[src/rtl/bus_xfer_sequencer.sv]
// Round-robin sequencer for register-to-register moves over a shared tri-state bus.
// Each transfer drives one OE_bar low, strobes LD once the bus has settled, then releases the bus for a dead cycle.
module bus_xfer_sequencer #(
    parameter int NREQ   = 4,
    parameter int NREG   = 8,
    parameter int SELW   = 3,
    parameter int SETTLE = 1
) (
    input  logic                 CLK,
    input  logic                 RST,
    input  logic [NREQ-1:0]      REQ,
    input  logic [NREQ*SELW-1:0] SRC_SEL,
    input  logic [NREQ*SELW-1:0] DST_SEL,
    output logic [NREQ-1:0]      GNT,
    output logic [NREQ-1:0]      DONE,
    output logic                 ERR,
    output logic [NREG-1:0]      OE_bar,
    output logic [NREG-1:0]      LD,
    output logic                 BUSY,
    output logic [1:0]           STATE_DBG
);
    localparam int PW = (NREQ > 1) ? $clog2(NREQ) : 1;

    typedef enum logic [1:0] {S_IDLE, S_DRIVE, S_LATCH, S_RELEASE} state_t;

    state_t          state, state_d;
    logic [PW-1:0]   ptr, ptr_d, win_idx, cand;
    logic            win_found, reject;
    logic [SELW-1:0] src_q, dst_q, src_d, dst_d, req_src, req_dst;
    logic [NREQ-1:0] win_q, win_d;
    logic [3:0]      cnt, cnt_d;
    logic [NREQ-1:0] gnt_d, done_d;
    logic            err_d, busy_d;
    logic [NREG-1:0] oe_d, ld_d;

    // Search starts just after the last winner, so the previous winner ranks last.
    always_comb begin
        win_found = 1'b0;
        win_idx   = '0;
        cand      = '0;
        for (int i = 1; i <= NREQ; i++) begin
            cand = PW'((int'(ptr) + i) % NREQ);
            if (!win_found && REQ[cand]) begin
                win_found = 1'b1;
                win_idx   = cand;
            end
        end
        req_src = '0;
        req_dst = '0;
        for (int r = 0; r < NREQ; r++) begin
            if (win_idx == PW'(r)) begin
                req_src = SRC_SEL[r*SELW +: SELW];
                req_dst = DST_SEL[r*SELW +: SELW];
            end
        end
        reject = (req_src == req_dst) || (int'(req_src) >= NREG) || (int'(req_dst) >= NREG);
    end

    always_comb begin
        state_d = state;
        ptr_d   = ptr;
        cnt_d   = cnt;
        src_d   = src_q;
        dst_d   = dst_q;
        win_d   = win_q;
        case (state)
            S_IDLE: begin
                if (win_found) begin
                    ptr_d = win_idx;
                    win_d = NREQ'(1) << win_idx;
                    src_d = req_src;
                    dst_d = req_dst;
                    if (!reject) begin
                        state_d = S_DRIVE;
                        cnt_d   = 4'(SETTLE);
                    end
                end
            end
            S_DRIVE: begin
                cnt_d = cnt - 4'd1;
                if (cnt <= 4'd1) state_d = S_LATCH;
            end
            S_LATCH: state_d = S_RELEASE;
            default: state_d = S_IDLE;
        endcase
    end

    // Outputs are decoded from the next state and registered, so the bus pins never glitch.
    always_comb begin
        gnt_d  = '0;
        done_d = '0;
        err_d  = 1'b0;
        oe_d   = '1;
        ld_d   = '0;
        busy_d = (state_d != S_IDLE);
        if (state == S_IDLE && win_found && reject) begin
            err_d  = 1'b1;
            done_d = win_d;
        end
        if (state_d == S_DRIVE || state_d == S_LATCH) begin
            gnt_d = win_d;
            for (int r = 0; r < NREG; r++) begin
                if (SELW'(r) == src_d) oe_d[r] = 1'b0;
            end
        end
        if (state_d == S_LATCH) begin
            for (int r = 0; r < NREG; r++) begin
                if (SELW'(r) == dst_d) ld_d[r] = 1'b1;
            end
        end
        if (state_d == S_RELEASE) done_d = win_d;
    end

    always_ff @(posedge CLK) begin
        if (RST) begin
            state  <= S_IDLE;
            ptr    <= PW'(NREQ - 1);
            cnt    <= '0;
            src_q  <= '0;
            dst_q  <= '0;
            win_q  <= '0;
            GNT    <= '0;
            DONE   <= '0;
            ERR    <= 1'b0;
            OE_bar <= '1;
            LD     <= '0;
            BUSY   <= 1'b0;
        end else begin
            state  <= state_d;
            ptr    <= ptr_d;
            cnt    <= cnt_d;
            src_q  <= src_d;
            dst_q  <= dst_d;
            win_q  <= win_d;
            GNT    <= gnt_d;
            DONE   <= done_d;
            ERR    <= err_d;
            OE_bar <= oe_d;
            LD     <= ld_d;
            BUSY   <= busy_d;
        end
    end

    assign STATE_DBG = state;

endmodule

[config.mk]
export PLATFORM = sky130hd
export DESIGN_NAME = bus_xfer_sequencer
export DESIGN_NICKNAME = d
export VERILOG_FILES = /design/src/rtl/bus_xfer_sequencer.sv
export SDC_FILE = /design/constraint.sdc
export NUM_CORES = 1
export LEC_CHECK = 0
export BUFFER_PORTS_ARGS = -buffer_cell sky130_fd_sc_hd__buf_2
export CORE_AREA = 2 2 66 68
export CTS_CLUSTER_DIAMETER = 30
export DETAILED_ROUTE_END_ITERATION = 8
export DIE_AREA = 0 0 68 70
export PLACE_DENSITY = 0.81
export SLEW_MARGIN = 40
export SYNTH_ARGS = -nofsm -noshare
export SYNTH_HDL_FRONTEND = slang
export SYNTH_SLANG_ARGS = --single-unit
export TNS_END_PERCENT = 20
[constraint.sdc]
create_clock -name CLK -period 4.57 [get_ports CLK]
set_input_delay 0 -clock CLK [delete_from_list [all_inputs] [get_ports CLK]]
set_output_delay 0 -clock CLK [all_outputs]
set_load 0.005 [all_outputs]
* After elaboration in Yosys (flattened, before gate mapping)
Cells that the tools add are included.
** Cells by class
- Add/sub/neg operators :: 5
- Shifts and indexed selects :: 1
- Bitwise logic cells :: 2
- Equal/unequal tests :: 25
- Order comparisons :: 5
- Reduce and logical (&&, ||, !) cells :: 19
- Muxes and demuxes :: 56
** Operators with widths (count)
- $mux 3 :: 12
- $mux 1 :: 25
- $eq 3x3->1 const A :: 8
- $mux 4 :: 6
- $mux 2 :: 7
- $eq 2x3->1 const A :: 4
- $lt 2x3->1 const B :: 4
- $eq 2x2->1 const B :: 5
- $bmux 1 s2 :: 4
- $pmux 4 s2 :: 1
- $eq 1x3->1 const A :: 2
- $eq 2x1->1 const B :: 3
- $logic_not 3->1 :: 2
- $pmux 2 s3 :: 1
- $logic_and 1x1->1 :: 5
- $add 2x1->2 const B :: 2
- $add 2x2->2 const B :: 2
- $le 4x1->1 const B :: 1
- $logic_not 2->1 :: 2
- $ne 2x2->1 const B :: 2
- $reduce_bool 2->1 :: 2
- $reduce_or 2->1 :: 2
- $shl 1x2->4 const A :: 1
- $sub 4x1->4 const B :: 1
- other kinds (6) :: 9
** Word-level totals
- Logic and storage cells :: 125
- Input bits :: 30
- Bits in registers :: 44
- Output and inout bits :: 28

* Logic depth before layout (Yosys ltp)
Gate-level depths: netlist of the first run.
- Depth after elaboration :: 26
- Mapped depth :: 13
- Depth with buffers taken out :: 11

* Worst setup path before layout of the first run
OpenSTA, ideal clock, no wires.
- Path type :: register -> register
- Start point :: register ptr[0]
- End point :: register OE_bar[0]
- Setup time :: 0.138 ns
- Buffers on the path :: 1
- Clock period less this slack :: 2.752 ns
- Stages on the path, launching flop included :: 13
- Slack :: 1.818 ns
- Required time :: 4.432 ns
- Arrival time :: 2.614 ns
- Cells stage by stage :: dfxtp_1 > and2b_1 > o221ai_2 > buf_6 > mux2i_1 > mux2i_1 > and3_1 > o21a_1 > ha_1 > nor2b_1 > inv_1 > a211oi_2 > nand3_1
** On the way
- Word-level cells in the longest chain between the ends :: 26
- Elaborated cells on any way between the ends :: 51
- Those cells by class :: 4 x add/sub; 6 x eq/ne; 30 x mux; 1 x bitwise; 10 x reduce/logical
** Ends and longest elaborated chain
- start: declaration :: RTL line 27 : logic [PW-1:0] ptr, ptr_d, win_idx, cand;
- start signal: assignment :: RTL line 117 : ptr <= PW'(NREQ - 1);
- start signal: assignment :: RTL line 130 : ptr <= ptr_d;
- $add 2x1->2 :: RTL line 42 : cand = PW'((int'(ptr) + i) % NREQ);
- $bmux 1 s2 :: RTL line 43 : if (!win_found && REQ[cand]) begin
- $mux 1 (not written as such) :: RTL line 43
- $mux 1 :: RTL line 43
- $logic_not 1->1 :: RTL line 43
- $logic_and 1x1->1 :: RTL line 43
- $mux 1 :: RTL line 43
- $logic_not 1->1 :: RTL line 43
- (+10 left out)
- $eq 3x3->1 :: RTL line 56 : reject = (req_src == req_dst) || (int'(req_src) >= NREG) || (int'(req_dst) >= NREG);
- $mux 2 :: RTL line 73 : if (!reject) begin
- $mux 2 :: RTL line 68 : if (win_found) begin
- $pmux 2 s3 :: RTL line 66 : case (state)
- $eq 2x1->1 / $eq 2x2->1 (equally long branches) :: RTL line 100 : if (state_d == S_DRIVE || state_d == S_LATCH) begin
- $logic_or 1x1->1 :: RTL line 100
- $not 1->1 (no source line)
- $reduce_or 2->1 (no source line)
- end signal: assignment :: RTL line 125 : OE_bar <= '1;
- end signal: assignment :: RTL line 138 : OE_bar <= oe_d;
- end: declaration :: RTL line 17 : output logic [NREG-1:0] OE_bar,
Several ways; a longest one is shown, not always the timed one. The select of a mux whose other input is x is not followed.
A chain may end at the register's enable or synchronous reset.

* Final worst setup path of the first run
- Start point :: register ptr[0]
- End point :: register OE_bar[1]
The elaborated chain is that of the path after synthesis.

==> flow_summary_export.csv, run 1 <==
group,metric,value,unit
pwr,ir_drop,0.2857,mV
synth,synth_top_family_by_area,"simple AND/OR/NAND/NOR gates",
drt,vias,1865,
final_layout,antenna_cells,0,
drt,wl_per_cell,14.70,µm
synth,synth-seq-cells,44,
drt,drc,0,
global_route,grt_pass1_wl,8224,µm
synth,netlist_area,2167,µm²
floorplanning,io_pins,58,
cts,cts_max_path_buffers,2,
timing,finalHoldViolCount,0,
placement,place_hpwl,3573,µm
final_layout,drive_gt1_share,30.32,%
worst_setup_path,crit_path_start_kind,"register",
cts,clkSlewWorstSetupHoldPaths,0.09,ns
pwr,leakagePower,1.184,nW
synth,async_reset_ff_share,0,%
pwr,p_seq_share,32.9,%
synth,avgSynthCellArea,9.850,µm²
global_route,grt_max_degree,23,
timing,drv_slew,0,
pwr,power,1.687,mW
final_layout,final_common_cell,"buf_2",
pwr,pwr-share-clk,15.1,%
drt,dr.pass1.iters,4,
worst_hold_path,worstHoldPathType,"in -> reg",
cts,cts_sinks,44,
floorplanning,initial_core_util,52.29,%
placement,gp_congestion,0.8512,
floorplanning,core-area,4144,µm²
timing,finalSetupTns,0,ns
worst_setup_path,worstSetupPathType,"reg -> reg",
placement,port_buffers,57,
pwr,p_sw,715.0,µW
cts,htreeDepth,2,
drt,drt-total-wl,4837,µm
worst_hold_path,whs_path_depth,2,
global_route,grt_pass1_vias,1821,
final_layout,synthToLayoutAreaGrowth,18.36,%
synth,synth_edf_count,0,
final_layout,nets,311,
worst_setup_path,cp_slowest_cell,"o221ai_2",
pwr,p_sw_share,42.39,%
worst_setup_path,crit_path_cell_trace,"and2b_1 -> o221ai_2 -> mux2i_1 -> mux2i_1 -> and3_1 -> o21a_1 -> ha_1 -> nor2b_1 -> inv_1 -> a211oi_2 -> nand3_1",
synth,synth_nets,255,
timing,maxSlewHeadroom,53.06,%
cts,postCtsSetupBuffers,0,
synth,synth_cell_type_count,49,
drt,viasPerCell,5.669,
pwr,pwr-share-comb,51.9,%
timing,period_minus_slack,3.263,ns
synth,yosysWarnings,0,
floorplanning,die-area,4760,µm²
synth,synth_compound_area_share,13.74,%
pwr,p_int,971.8,µW
synth,synth_fa_ha_area_share,2.887,%
synth,synth_top_flop_cell,"dfxtp_1",
worst_setup_path,critPathRequiredTime,4.74,ns
timing,fin_crit_sh,71.40,%
cts,ctsHoldBuffers,0,
timing,fmax,306.5,MHz
timing,setup_viol,0,
worst_hold_path,hold_start,"RST",
floorplanning,row_count,24,
drt,ant_nets,0,
pwr,power_density,657.6,nW/µm²
synth,yosys.area_share.simple,19.75,%
timing,rsz0062_at_grt,"false",
floorplanning,dieHeight,70,µm
worst_setup_path,crit_path_end_kind,"register",
cts,clockRootBuffer,"clkbuf_8",
global_route,gr-total-overflow,0,
worst_setup_path,cp_slowest_stage_delay,0.56,ns
final_layout,layout.cells.most_common_list,"buf_2 (57), dfxtp_1 (44), mux2i_1 (24)",
synth,synth_mux_area_share,13.86,%
global_route,groute.usage.overall,22.43,%
floorplanning,die_w,68,µm
synth,synth_xor_area_share,5.254,%
worst_setup_path,cp_max_fo,12,
cts,cts_tree,"yes",
timing,finClkSkew,0.005874,ns
run,drv_cap,0,
cts,numCtsBuffers,5,
timing,worst_pin_slew,0.6983,ns
drt,initialDrtViolationCount,90,
worst_setup_path,crit_top_cell,"mux2i_1",
cts,cts_resized,0,
synth,syn_inst,220,
synth,ys_seq_area_share,40.65,%
worst_setup_path,arrival,3.43,ns
worst_setup_path,r2r_cells,11,
global_route,grt_antenna_before_repair,0,
cts,insertion_delay,0.30,ns
worst_setup_path,crit_start,"ptr[0]",
status,status,"finished, final reports clean",
worst_setup_path,reg2reg_from,"ptr[0]",
final_layout,fillCellCount,351,
## power groups by stage
stage | registers [mW] | logic (mW) | clock network (mW)
global route | 0.570 | 0.971 | 0.275
detailed placement | 0.562 | 0.866 | 0
CTS | 0.554 | 0.873 | 0.262
finish | 0.555 | 0.876 | 0.255
global placement | 0.561 | 0.846 | 0
floorplan | 0.546 | 0.680 | 0
## per-stage QoR
| step | util (%) | hold slack, ns | std cells | worst slack [ns] | area, µm² |
|---|---|---|---|---|---|
| final | 61.90 | 0.1003 | 329 | 1.307 | 2565 |
| after global routing | 61.90 | 0.1246 | 329 | 1.042 | 2565 |
| after CTS | 61.90 | 0.09881 | 329 | 1.339 | 2565 |
| after detailed placement | 59.63 | 0.3748 | 321 | 1.367 | 2471 |
| after global placement | 59.63 | 0.3757 | 321 | 1.471 | 2471 |
| after floorplan | - | 0.1658 | 220 | 1.818 | 2167 |
## per-layer routing
metal / GRT usage [%] / vias up / wire [µm]
met3: 5.958 / 13 / 278
li1: - / 909 / -
met4: 7.556 / 0 / 107
met2: 39.27 / 57 / 2509
met5: 0 / - / 0
met1: 25.59 / 886 / 1942
## kinds of logic after synthesis
| kind of cell | count (synthesis) |
|---|---|
| AOI/OAI and AO/OA | 36 |
| DFF | 44 |
| adders and majority gates | 5 |
| and+or+nand+nor | 77 |
| muxes | 29 |
| xor gates and xnor gates | 13 |
| buffers and inverters | 16 |
## worst max-delay path: cells and delay by family (launching register included)
| kind | cells | cell delay [ns] |
|---|---|---|
| AO/OA/AOI/OAI | 3 | 1.02 |
| adder cells (fa/ha/maj) | 1 | 0.35 |
| buffers and inverters | 1 | 0.10 |
| flip-flops | 1 | 0.34 |
| multiplexers | 2 | 0.42 |
| AND/OR/NAND/NOR | 4 | 0.92 |
## flip-flops by register name, indices dropped and copies added (netlist names)
signal,flops
OE_bar,8
win_q,4
src_q,3
DONE,4
ERR,1
LD,8
dst_q,3
ptr,2
STATE_DBG,2
cnt,4
BUSY,1
GNT,4
## synth_stat cells, types with 2 or more instances
| cell type | count | area, µm² |
|---|---|---|
| nor2b_1 | 3 | 18.77 |
| a211oi_2 | 2 | 25.02 |
| xnor2_1 | 8 | 70.07 |
| nand2b_1 | 3 | 18.77 |
| a22oi_1 | 3 | 22.52 |
| a21oi_1 | 4 | 20.02 |
| or2_2 | 2 | 12.51 |
| buf_6 | 3 | 33.78 |
| ha_1 | 5 | 62.56 |
| and3_1 | 2 | 12.51 |
| nor4_1 | 5 | 31.28 |
| nand4_1 | 7 | 43.79 |
| or3_1 | 2 | 12.51 |
| a21o_1 | 4 | 30.03 |
| clkbuf_1 | 5 | 18.77 |
| nand3_1 | 7 | 35.03 |
| o21ai_0 | 5 | 25.02 |
| o311ai_1 | 2 | 17.52 |
| and2_1 | 8 | 50.05 |
| nor2_1 | 18 | 67.56 |
| mux2i_1 | 24 | 240.2 |
| o2bb2ai_1 | 4 | 35.03 |
| nor3_1 | 6 | 30.03 |
| o21a_1 | 2 | 15.01 |
| nand2_1 | 7 | 26.28 |
| mux2_2 | 4 | 45.04 |
| dfxtp_1 | 44 | 880.8 |
| xor2_1 | 5 | 43.79 |
| inv_1 | 6 | 22.52 |
## worst paths after layout
kind	to	slack, ns
setup reg to reg	OE_bar[1]	1.31
hold / removal	STATE_DBG[1]	0.10
setup / recovery	OE_bar[1]	1.31
hold reg to reg	win_q[0]	0.49
## area by class of cell
class	count	area (µm²)	area share, %
multi-input combinational	160	1202	46.88
inverter	6	22.52	0.8780
timing repair buffer	59	300.3	11.71
clock inverter	3	25.02	0.9756
tap	52	65.06	2.537
clock buffer	5	68.82	2.683
sequential	44	880.8	34.34
No activity file was read; power rests on OpenSTA's default activity.
==> run 2: changes to the inputs <==
- CORE_AREA: 2 2 66 68 -> 2 2 71 73
- DIE_AREA: 0 0 68 70 -> 0 0 73 75
- PLACE_DENSITY: 0.81 -> 0.74
- clock period: 4.57 -> 2.9 ns (I/O delays scaled with it)
==> run 2 against run 1 <==
Critical path type unchanged. Largest power group unchanged. Power grew 73%. Sequential share of layout area shrank 1.7 points. Core utilization fell by 3.8 points. Critical path depth increased by 1. Register-to-register slack lost 1.2 ns.
==> flow_summary_export.csv, run 2 (synthesis gave the netlist of run 1 again) <==
group,metric,value,unit
drt,vias,1825,
timing,finalSetupTns,0,ns
floorplanning,row_count,25,
floorplanning,core-area,4661,µm²
placement,preCtsSetupSlack,0.1654,ns
floorplanning,io_pins,58,
cts,clkSlewWorstSetupHoldPaths,0.09,ns
drt,drt-total-wl,4884,µm
drt,wl_met3,219,µm
final_layout,synthToLayoutAreaGrowth,24.88,%
cts,ctsHoldBuffers,0,
worst_setup_path,arrival,2.91,ns
timing,period_minus_slack,2.747,ns
drt,initialDrtViolationCount,81,
final_layout,design_area,2706,µm²
drt,met2_length,2389,µm
timing,maxSlewHeadroom,58.42,%
cts,cts_max_path_buffers,2,
floorplanning,initial_core_util,46.50,%
worst_setup_path,cp_slowest_stage_delay,0.34,ns
drt,wl_per_cell,14.41,µm
global_route,grt_pass1_vias,1802,
status,status,"finished, final reports clean",
timing,finalHoldViolCount,0,
cts,insertion_delay,0.30,ns
cts,clockRootBuffer,"clkbuf_8",
final_layout,fillCellCount,395,
timing,finalWorstSetupSlack,0.1532,ns
drt,dr.pass1.iters,4,
placement,gp_congestion,0.8489,
cts,cts_tree,"yes",
pwr,leakagePower,1.248,nW
pwr,power_density,1079,nW/µm²
worst_setup_path,cp_max_fo,11,
worst_setup_path,worstSetupPathType,"reg -> reg",
global_route,groute.usage.overall,18.76,%
floorplanning,die-area,5475,µm²
pwr,ir_drop,0.7459,mV
global_route,grt_antenna_before_repair,0,
worst_setup_path,critPathRequiredTime,3.07,ns
global_route,grt_pass1_wl,7928,µm
final_layout,drive_gt1_share,32.98,%
placement,place_hpwl,3615,µm
drt,highest_layer,"met4",
worst_setup_path,cp_slowest_cell,"dfxtp_1",
drt,wl_met1,2212,µm
floorplanning,die_w,73,µm
timing,finClkSkew,0.005964,ns
final_layout,layout.cells.most_common_list,"buf_2 (57), dfxtp_1 (43), mux2i_1 (24)",
timing,fmax,364.1,MHz
final_layout,nets,319,
final_layout,antenna_cells,0,
cts,cts_sinks,44,
cts,numCtsBuffers,5,
floorplanning,dieHeight,75,µm
drt,viasPerCell,5.383,
placement,placed_cells,329,
worst_hold_path,worstHoldPathType,"in -> reg",
placement,dpl_cell_area,2531,µm²
timing,drv_slew,0,
timing,setup_viol,0,
drt,ant_nets,0,
final_layout,final_common_cell,"buf_2",
global_route,grt_max_degree,23,
drt,drc,0,
placement,port_buffers,57,
timing,worst_pin_slew,0.6186,ns
final_layout,reg.largest.list,"LD x8, OE_bar x8",
final_layout,fin_cells,339,
global_route,gr-total-overflow,0,
worst_setup_path,crit_path_start_kind,"register",
worst_setup_path,crit_path_end_kind,"register",
worst_setup_path,crit_top_cell,"mux2i_1",
run,drv_cap,0,
timing,hold_slack,0.1008,ns
worst_setup_path,crit_path_cell_trace,"and2b_1 -> o221ai_4 -> buf_12 -> mux2i_1 -> mux2i_1 -> and3_1 -> o21a_1 -> ha_1 -> nor2b_1 -> inv_1 -> a211oi_4 -> nand3_1",
cts,htreeDepth,2,
timing,fin_crit_sh,94.72,%
==> run 2: changes by cell type in the layout (fill, tap and decap cells not counted), sizes merged <==
cell / delta
inv: -1
buf: +7
bufinv: +1
clkbuf: +1
==> run 2: worst paths after layout <==
kind	depth (start not counted)	to	slack (ns)	startpoint
worst min-delay path	2	BUSY	0.10	RST
worst max register to register	12	OE_bar[1]	0.15	ptr[0]
worst min register to register	2	win_q[0]	0.49	win_q[0]
worst max-delay path	12	OE_bar[1]	0.15	ptr[0]
==> run 2: final cells by class <==
| class | count | area (µm²) | area share (%) |
|---|---|---|---|
| clock buffers | 5 | 68.82 | 2.543 |
| clock inverters | 3 | 46.29 | 1.711 |
| inverters | 6 | 22.52 | 0.8322 |
| multi-input cells | 160 | 1229 | 45.40 |
| flip-flops and latches | 44 | 882.1 | 32.59 |
| well taps | 54 | 67.56 | 2.497 |
| repair buffers | 67 | 390.4 | 14.42 |
==> run 2: report_power, final <==
part	switching [mW]	total, mW	internal [mW]
registers	0.102	0.880	0.777
clock network	0.222	0.481	0.259
logic	0.846	1.56	0.714
==> run 2: critical path: cells and delay by family (launching register included) <==
kind,cells,cell delay (ns)
AND/OR/NAND/NOR,4,0.75
AO/OA/AOI/OAI,3,0.67
flip-flops,1,0.34
multiplexers,2,0.29
buffers and inverters,2,0.26
adder cells (fa/ha/maj),1,0.29
==> run 2: what timing repair did <==
| item | CTS | global route |
|---|---|---|
| resized for setup | 0 | 4 |
| buffers inserted | 0 | 1 |
| setup endpoints to repair | 0 | 4 |
| hold endpoints to repair | 0 | 0 |
==> run 2: layer usage <==
layer	track usage [%]	up-vias
li1	-	923
met1	22.32	844
met2	33.63	50
met3	4.016	8
met4	6.173	0
met5	0	-
==> run 2: per-stage QoR <==
| stage | power [mW] | utilization [%] |
|---|---|---|
| floorplan | 1.933 | - |
| global placement | 2.341 | 54.31 |
| detailed placement | 2.355 | 54.31 |
| CTS | 2.843 | 56.78 |
| global route | 3.131 | 58.07 |
| finish | 2.921 | 58.07 |
==> run 3: changes to the inputs <==
- CORE_AREA: 2 2 71 73 -> 2 2 66 68
- DIE_AREA: 0 0 73 75 -> 0 0 68 70
- PLACE_DENSITY: 0.74 -> 0.81
- clock period: 2.9 -> 3.3 ns (I/O delays scaled with it)
==> run 3 against run 2 <==
Highest routed layer unchanged. Worst hold slack better by 0.0075 ns. Largest power group unchanged. Sequential share of layout area increased by 1.3 points. Sequential power decreased by 12%. Largest cell class unchanged.
==> flow_summary_export.csv, run 3 (synthesis gave the netlist of run 1 again) <==
group,metric,value,unit
pwr,pwr-share-clk,17.1,%
floorplanning,dieHeight,70,µm
worst_setup_path,crit_path_cell_trace,"nand2b_1 -> and3b_1 -> o32ai_2 -> o311ai_1 -> and3_1 -> o21a_1 -> ha_1 -> nor2b_1 -> inv_1 -> a211oi_2 -> nand3_1",
timing,drv_slew,0,
floorplanning,io_pins,58,
drt,initialDrtViolationCount,104,
worst_setup_path,arrival,3.23,ns
worst_setup_path,cp_slowest_cell,"o32ai_2",
placement,place_hpwl,3674,µm
cts,cts_resized,0,
placement,preCtsSetupSlack,0.2717,ns
drt,viasPerCell,5.650,
pwr,p_int,1.428,mW
pwr,ir_drop,0.5183,mV
final_layout,nets,313,
cts,insertion_delay,0.30,ns
final_layout,final_util,62.68,%
drt,wl_per_cell,14.81,µm
timing,finalWorstSetupSlack,0.2368,ns
placement,gp_congestion,0.8299,
pwr,p_sw_share,40.78,%
placement,port_buffers,57,
timing,fin_crit_sh,92.82,%
drt,vias,1870,
worst_setup_path,worstSetupPathType,"reg -> reg",
cts,cts_tree,"yes",
timing,fmax,326.5,MHz
drt,ant_nets,0,
cts,ctsHoldBuffers,0,
drt,dr.pass1.iters,4,
global_route,gr-total-overflow,0,
timing,period_minus_slack,3.063,ns
timing,worst_pin_slew,0.6438,ns
cts,htreeDepth,2,
cts,postCtsSetupBuffers,0,
drt,drc,0,
timing,maxSlewHeadroom,56.72,%
floorplanning,core-area,4144,µm²
worst_setup_path,cp_slowest_stage_delay,0.35,ns
cts,cts_max_path_buffers,2,
worst_setup_path,cp_max_fo,7,
final_layout,final_common_cell,"buf_2",
worst_setup_path,critical-path-top-delay-family,"compound AO/OA/AOI/OAI gates",
final_layout,fillCellCount,353,
cts,numCtsBuffers,5,
timing,rsz0062_at_grt,"false",
global_route,grt_pass1_vias,1851,
final_layout,antenna_cells,0,
placement,dpl_cell_area,2486,µm²
timing,setup_viol,0,
worst_hold_path,worstHoldPathType,"in -> reg",
floorplanning,initial_core_util,52.29,%
pwr,p_sw,983.4,µW
status,status,"finished, final reports clean",
timing,finClkSkew,0.006250,ns
pwr,pwr-share-comb,50.8,%
final_layout,design_area,2597,µm²
final_layout,drive_gt1_share,30.82,%
cts,clockRootBuffer,"clkbuf_8",
run,drv_cap,0,
worst_setup_path,crit_path_start_kind,"register",
timing,finalHoldViolCount,0,
floorplanning,row_count,24,
floorplanning,die-area,4760,µm²
floorplanning,die_w,68,µm
global_route,grt_antenna_before_repair,0,
cts,clkSlewWorstSetupHoldPaths,0.08,ns
timing,finalSetupTns,0,ns
global_route,groute.usage.overall,22.53,%
pwr,power_density,928.3,nW/µm²
cts,cts_sinks,44,
global_route,grt_max_degree,23,
final_layout,layout.cells.most_common_list,"buf_2 (57), dfxtp_1 (44), mux2i_1 (24)",
pwr,leakagePower,1.202,nW
worst_setup_path,crit_path_end_kind,"register",
final_layout,reg.largest.list,"LD x8, OE_bar x8",
final_layout,synthToLayoutAreaGrowth,19.86,%
worst_setup_path,critPathRequiredTime,3.47,ns
global_route,grt_pass1_wl,8031,µm
worst_setup_path,cp.buffers_inverters,1,
drt,drt-total-wl,4902,µm
pwr,p_seq_share,32.1,%
==> run 3: changes by cell type in the layout (fill, tap and decap cells not counted), sizes merged <==
cell / change
buf: -5
clkbuf: -1
clkinv: +1
inv: -1
==> run 3: metal layers <==
| layer | up-vias | wire length (µm) | global-route usage, % |
|---|---|---|---|
| met4 | 0 | 106 | 8.889 |
| met5 | - | 0 | 0 |
| li1 | 911 | - | - |
| met3 | 12 | 307 | 5.475 |
| met1 | 882 | 1909 | 25.71 |
| met2 | 65 | 2578 | 39.16 |
==> run 3: through the flow <==
step	total power [mW]	cells	hold WS, ns
after floorplan	1.699	220	0.1658
after global placement	1.970	323	0.3740
after detailed placement	2.001	323	0.3741
after CTS	2.423	331	0.1009
after global routing	2.593	331	0.1166
final	2.411	331	0.1083
==> run 3: final timing paths <==
check | startpoint | end | slack [ns] | depth (start not counted)
max reg2reg | ptr[0] | OE_bar[1] | 0.24 | 11
min | RST | BUSY | 0.11 | 2
min reg2reg | win_q[0] | win_q[0] | 0.49 | 2
max | ptr[0] | OE_bar[1] | 0.24 | 11
==> run 3: area by class of cell <==
cell class / instances / area (µm²) / share of cell area, %
flip-flops and latches: 44 / 880.8 / 33.91
inverters: 6 / 22.52 / 0.8671
repair buffers: 61 / 315.3 / 12.14
clock buffers: 5 / 68.82 / 2.649
clock inverters: 3 / 42.54 / 1.638
multi-input cells: 160 / 1202 / 46.29
well taps: 52 / 65.06 / 2.505
==> run 3: power by group through the flow <==
stage	Sequential, mW	Combinational, mW	Clock [mW]
floorplan	0.757	0.942	0
global placement	0.777	1.19	0
detailed placement	0.784	1.22	0
CTS	0.774	1.23	0.422
global route	0.792	1.36	0.443
finish	0.774	1.23	0.412
